**src/rtl/adder_pipe_if.sv**
```systemverilog
// Operand/result handshake bundle for adder_pipe.
// The master side drives operands and consumes results; the slave side is the adder.
interface adder_pipe_if #(
  parameter int unsigned WIDTH = 16
);
  logic             inValid;
  logic             inReady;
  logic [WIDTH-1:0] a;
  logic [WIDTH-1:0] b;
  logic             carryIn;
  logic             sub;
  logic             outValid;
  logic             outReady;
  logic [WIDTH-1:0] sum;
  logic             carryOut;
  logic             overflow;

  modport master (
    output inValid, a, b, carryIn, sub, outReady,
    input  inReady, outValid, sum, carryOut, overflow
  );

  modport slave (
    input  inValid, a, b, carryIn, sub, outReady,
    output inReady, outValid, sum, carryOut, overflow
  );
endinterface

```
**src/rtl/adder_pipe.sv**
```systemverilog
// Pipelined add/subtract unit. Operands are split into SEG_WIDTH-bit segments;
// stage k adds segment k and registers the carry into stage k+1. Unconsumed
// operand segments and completed result segments ride along in skew registers.
// All stages advance together when the output slot is empty or being taken.
// Optional macro ADDER_PIPE_SATURATE_EN clamps the result to the signed extreme
// on overflow in the final stage (latency unchanged).
module adder_pipe #(
  parameter int unsigned WIDTH     = 16,
  parameter int unsigned SEG_WIDTH = 4
) (
  input logic         clk,
  input logic         resetN,
  adder_pipe_if.slave bus
);

  localparam int unsigned STAGES = WIDTH / SEG_WIDTH;
  localparam int unsigned MSB    = WIDTH - 1;
  localparam int unsigned SEG_W1 = SEG_WIDTH + 1;

  // One in-flight beat: operands (b already conditioned), partial result, carry.
  typedef struct packed {
    logic             valid;
    logic [WIDTH-1:0] a;
    logic [WIDTH-1:0] bp;
    logic [WIDTH-1:0] s;
    logic             c;
  } stage_t;

  // Adds segment k of a and bp plus the incoming carry; segment k of s must be zero on entry.
  function automatic stage_t add_seg(input stage_t st, input int unsigned k);
    logic [SEG_WIDTH:0] t;
    stage_t             o;
    o = st;
    t = {1'b0, SEG_WIDTH'(st.a >> (k * SEG_WIDTH))}
      + {1'b0, SEG_WIDTH'(st.bp >> (k * SEG_WIDTH))}
      + SEG_W1'(st.c);
    o.s = st.s | (WIDTH'(t[SEG_WIDTH-1:0]) << (k * SEG_WIDTH));
    o.c = t[SEG_WIDTH];
    return o;
  endfunction

  logic             adv;
  stage_t           head;
  stage_t           tail;
  stage_t           last_st;
  logic             last_ovf;
  logic [WIDTH-1:0] last_sum;

  logic             out_valid_q, out_valid_d;
  logic [WIDTH-1:0] sum_q,       sum_d;
  logic             carry_q,     carry_d;
  logic             ovf_q,       ovf_d;

  // Whole pipe advances when the output slot is empty or its beat is being taken.
  assign adv = !out_valid_q || bus.outReady;

  assign bus.inReady  = adv;
  assign bus.outValid = out_valid_q;
  assign bus.sum      = sum_q;
  assign bus.carryOut = carry_q;
  assign bus.overflow = ovf_q;

  // Condition operands for the selected mode: subtract is a + ~b + 1.
  always_comb begin
    head       = '0;
    head.valid = bus.inValid;
    head.a     = bus.a;
    head.bp    = bus.sub ? ~bus.b : bus.b;
    head.c     = bus.sub ? 1'b1 : bus.carryIn;
  end

  if (STAGES > 1) begin : g_skew
    stage_t pipe_q [STAGES-1];
    stage_t pipe_d [STAGES-1];

    // Segment stages 0..STAGES-2; bubbles shift like valid beats.
    always_comb begin
      for (int unsigned k = 0; k < STAGES - 1; k++) begin
        pipe_d[k] = pipe_q[k];
      end
      if (adv) begin
        pipe_d[0] = add_seg(head, 0);
        for (int unsigned k = 1; k < STAGES - 1; k++) begin
          pipe_d[k] = add_seg(pipe_q[k-1], k);
        end
      end
    end

    // Skew/carry registers with synchronous clear.
    always_ff @(posedge clk) begin
      for (int unsigned k = 0; k < STAGES - 1; k++) begin
        if (!resetN) begin
          pipe_q[k] <= '0;
        end else begin
          pipe_q[k] <= pipe_d[k];
        end
      end
    end

    assign tail = pipe_q[STAGES-2];
  end else begin : g_flat
    assign tail = head;
  end

  // Final segment, overflow detection and optional clamp feeding the output registers.
  always_comb begin
    last_st  = add_seg(tail, STAGES - 1);
    last_ovf = (last_st.a[MSB] == last_st.bp[MSB]) && (last_st.s[MSB] != last_st.a[MSB]);
    last_sum = last_st.s;
`ifdef ADDER_PIPE_SATURATE_EN
    if (last_ovf) begin
      last_sum = last_st.a[MSB] ? {1'b1, {(WIDTH-1){1'b0}}} : {1'b0, {(WIDTH-1){1'b1}}};
    end
`endif
    out_valid_d = out_valid_q;
    sum_d       = sum_q;
    carry_d     = carry_q;
    ovf_d       = ovf_q;
    if (adv) begin
      out_valid_d = last_st.valid;
      sum_d       = last_sum;
      carry_d     = last_st.c;
      ovf_d       = last_ovf;
    end
  end

  // Output registers; held while the result is stalled.
  always_ff @(posedge clk) begin
    if (!resetN) begin
      out_valid_q <= 1'b0;
      sum_q       <= '0;
      carry_q     <= 1'b0;
      ovf_q       <= 1'b0;
    end else begin
      out_valid_q <= out_valid_d;
      sum_q       <= sum_d;
      carry_q     <= carry_d;
      ovf_q       <= ovf_d;
    end
  end

endmodule

```
**src/flat_wrapper.sv**
```systemverilog
// flat-port wrapper written by rule: the top's interface ports become plain ports
module adder_pipe_flat 
#(
  parameter int unsigned WIDTH     = 16,
  parameter int unsigned SEG_WIDTH = 4
)
  (clk, resetN, bus_inValid, bus_a, bus_b, bus_carryIn, bus_sub, bus_outReady, bus_inReady, bus_outValid, bus_sum, bus_carryOut, bus_overflow);
  adder_pipe_if #(.WIDTH(WIDTH)) bus_i ();
  input logic clk;
  input logic resetN;
  input wire logic [$bits(bus_i.inValid)-1:0] bus_inValid;
  input wire logic [$bits(bus_i.a)-1:0] bus_a;
  input wire logic [$bits(bus_i.b)-1:0] bus_b;
  input wire logic [$bits(bus_i.carryIn)-1:0] bus_carryIn;
  input wire logic [$bits(bus_i.sub)-1:0] bus_sub;
  input wire logic [$bits(bus_i.outReady)-1:0] bus_outReady;
  output wire logic [$bits(bus_i.inReady)-1:0] bus_inReady;
  output wire logic [$bits(bus_i.outValid)-1:0] bus_outValid;
  output wire logic [$bits(bus_i.sum)-1:0] bus_sum;
  output wire logic [$bits(bus_i.carryOut)-1:0] bus_carryOut;
  output wire logic [$bits(bus_i.overflow)-1:0] bus_overflow;
  assign bus_i.inValid = bus_inValid;
  assign bus_i.a = bus_a;
  assign bus_i.b = bus_b;
  assign bus_i.carryIn = bus_carryIn;
  assign bus_i.sub = bus_sub;
  assign bus_i.outReady = bus_outReady;
  assign bus_inReady = bus_i.inReady;
  assign bus_outValid = bus_i.outValid;
  assign bus_sum = bus_i.sum;
  assign bus_carryOut = bus_i.carryOut;
  assign bus_overflow = bus_i.overflow;
  adder_pipe #(.WIDTH(WIDTH), .SEG_WIDTH(SEG_WIDTH)) u_core (.clk(clk), .resetN(resetN), .bus(bus_i));
endmodule
```
**config.mk**
```make
export PLATFORM = sky130hd
export DESIGN_NAME = adder_pipe_flat
export DESIGN_NICKNAME = d
export VERILOG_FILES = /design/src/rtl/adder_pipe_if.sv /design/src/rtl/adder_pipe.sv /design/src/flat_wrapper.sv
export SDC_FILE = /design/constraint.sdc
export NUM_CORES = 1
export LEC_CHECK = 0
export CAP_MARGIN = 20
export CORE_MARGIN = 4
export CORE_UTILIZATION = 36
export CTS_CLUSTER_DIAMETER = 80
export DETAILED_ROUTE_END_ITERATION = 6
export SYNTH_ARGS = -nofsm -noshare
export SYNTH_HDL_FRONTEND = slang
export SYNTH_SLANG_ARGS = --single-unit
export TNS_END_PERCENT = 100
```
**constraint.sdc**
```tcl
create_clock -name clk -period 2.5 [get_ports clk]
set_clock_uncertainty 0.15 [all_clocks]
set_input_delay 0.625 -clock clk [delete_from_list [all_inputs] [get_ports clk]]
set_output_delay 0.625 -clock clk [all_outputs]
set_load 0.005 [all_outputs]
```
==> flow_summary.ini <==
[cells_and_area]
fin_util_pct = 46.2
instances_no_fill = 666
diodes = 0
final_cell_area_um2 = 5070
area_delta_synth_final_pct = 23.3
layout_commonest_cell = nand2_1
multi_input_area_um2 = 1970
final_net_count = 579
drive_gt1_share_pct = 9.51
nFillCells = 1087
seq_area_um2 = 1940
final_cell_mix = nand2_1 (146), dfxtp_1 (97), a21oi_1 (82)

[detailed_routing]
first_pass_iters = 4
drtAntennaViolNets = 0
wire_per_inst_um = 13.0
drc = 0
num_vias = 3176
wl_mm = 8.64
via_per_inst = 4.77
drt_iter0_markers = 154

[hold_path]
hp-class = flop to flop
min-delay-start = u_core.bus.sum[2]

[pwr]
leakage_uw = 0.00194
irDropWorstVdd_v = 0.000269
p_per_area_nw_per_um2 = 679

[synth]
synthCells = 475
synth_nets = 533
synth_area_per_cell_um2 = 8.65
ys_ff_latch = 97
synth_warnings = 0
syn_area_um2 = 4110
synthDistinctLibCells = 25
synth-seq-area-share_pct = 47.2

[sta]
post-route-min-period_ns = 2.43
holdWs_ns = 0.300
fin_tns_setup_ns = 0
tightest_slew_ns = 0.824
slew_violations = 0
rsz0062_at_grt = no
hold_viol = 0
maxSlewHeadroom_pct = 45.1
max_freq_mhz = 411
timing.final.crit_share_pct = 97.2
final-setup-viol-count = 0

[cts]
cts.path.max_buffers = 2
numCtsBuffers = 9
cts_sinks = 97
clock-root-buffer = clkbuf_16
worstSkewPairLatency_ns = 0.33
ctsHtreeMaxLevel = 3
cts_tree = yes
hold_buffers = 0
cts.reportedPaths.clkPinSlew_ns = 0.06

[global_routing]
grt_pass1_vias = 3072
grt_start_max_net_pins = 107
grt_antenna_before_repair = 0
grt_pass1_wl_mm = 14.8
grt_overflow = 0
grt_use_total_pct = 13.7

[critical_path]
endpoint_kind = flop
required_ns = 2.55
cp.arrival_ns = 2.48
start_kind = primary input
worstSetupPathType = primary input to flop
critPathMaxFanout = 2
reg2reg_from = u_core.g_skew.pipe_q[2][0]
startpoint = bus_carryIn

[placement]
hpwl_mm = 5.91
placedCellCount = 650
place.gp.congestion = 0.731
place_area_um2 = 4780
io_buffers = 57

[die]
start_util_pct = 37.4
die_area_um2 = 13200
chipWidth_um = 115
ios = 58
coreArea_um2 = 11000
die_h_um = 115
placementRows = 38

[flow_run]
drv_cap = 0

[status]
outcome = finished clean
## cell usage after synthesis
cell / count / area share, %
nand2_1: 146 / 13
dfxtp_1: 97 / 47
a21oi_1: 82 / 10
nor2_1: 19 / 1.7
xnor2_1: 16 / 3.4
a211oi_2: 15 / 4.6
buf_2: 15 / 1.8
nand3_1: 13 / 1.6
ha_1: 12 / 3.7
clkbuf_1: 11 / 1.0
fa_1: 8 / 3.9
a2111o_1: 5 / 1.4
o211ai_1: 5 / 0.91
o21ai_0: 5 / 0.61
buf_4: 4 / 0.73
buf_6: 4 / 1.1
xor2_1: 4 / 0.85
a21o_1: 3 / 0.55
inv_1: 3 / 0.27
inv_2: 2 / 0.18
or2_2: 2 / 0.30
a211oi_1: 1 / 0.18
nand4b_1: 1 / 0.21
nor2b_1: 1 / 0.15
nor2b_4: 1 / 0.33
## stage by stage
step / setup slack [ns] / power (uW)
after global placement: -0.420 / 2110
after CTS: 0.0770 / 3480
after floorplan: -0.0273 / 1970
final: 0.0697 / 3440
after detailed placement: -0.427 / 2120
after global routing: 0.0353 / 3610
## registers in the layout (all words and copies together), names as in the netlist
signal,cells
u_core.bus.sum,16
u_core.bus.carryOut,1
u_core.bus.outValid,1
u_core.bus.overflow,1
u_core.g_skew.pipe_q,78
## path summary, 6_finish.rpt
check / to / slack (ns) / cells past startpoint
worst min-delay path: u_core.bus.sum[2] / 0.30 / 2
worst max register to register: u_core.bus.carryOut / 0.50 / 5
worst max-delay path: u_core.g_skew.pipe_q[0][0] / 0.07 / 7
worst min register to register: u_core.bus.sum[2] / 0.30 / 2
## worst max-delay path, cell delays in order
cell	delay, ns
clkdlybuf4s50_1	0.41
or2_4	0.26
fa_2	0.42
fa_2	0.41
a21o_1	0.18
a21oi_1	0.11
a21oi_1	0.08
## report_power, final
part | total, uW | internal, uW | switching, uW
combinational | 382 | 203 | 179
clock | 1350 | 795 | 559
sequential | 1710 | 1650 | 57.7
## what timing repair did
action / 4_1_cts / 5_1_grt
hold endpoints to repair: 0 / 0
endpoints found under the setup margin: 4 / 0
resized for setup: 2 / 0
setup buffers: 0 / 0
## metal layers
metal | up-vias | GRT usage (%) | wire length (um)
met5 | - | 0 | 0
met4 | 0 | 4.93 | 125
met3 | 10 | 3.42 | 414
met2 | 53 | 19.6 | 3640
met1 | 1441 | 20.0 | 4460
li1 | 1672 | - | -
## cell families after synthesis
kind of cell / count (synthesis) / synth area share (%)
AOI/OAI and AO/OA: 116 / 18.2
buffers and inverters: 39 / 5.11
and+or+nand+nor: 183 / 17.7
DFF: 97 / 47.2
xor gates and xnor gates: 20 / 4.26
adders and majority gates: 20 / 7.55
## layout make-up
cell class | instances | area share, %
clock inverters | 6 | 1.14
repair buffers | 69 | 13.2
multi-input cells | 339 | 38.8
flip-flops and latches | 97 | 38.3
clock buffers | 10 | 4.71
inverters | 5 | 0.395
well taps | 140 | 3.46
No activity file was read; power rests on OpenSTA's default activity.
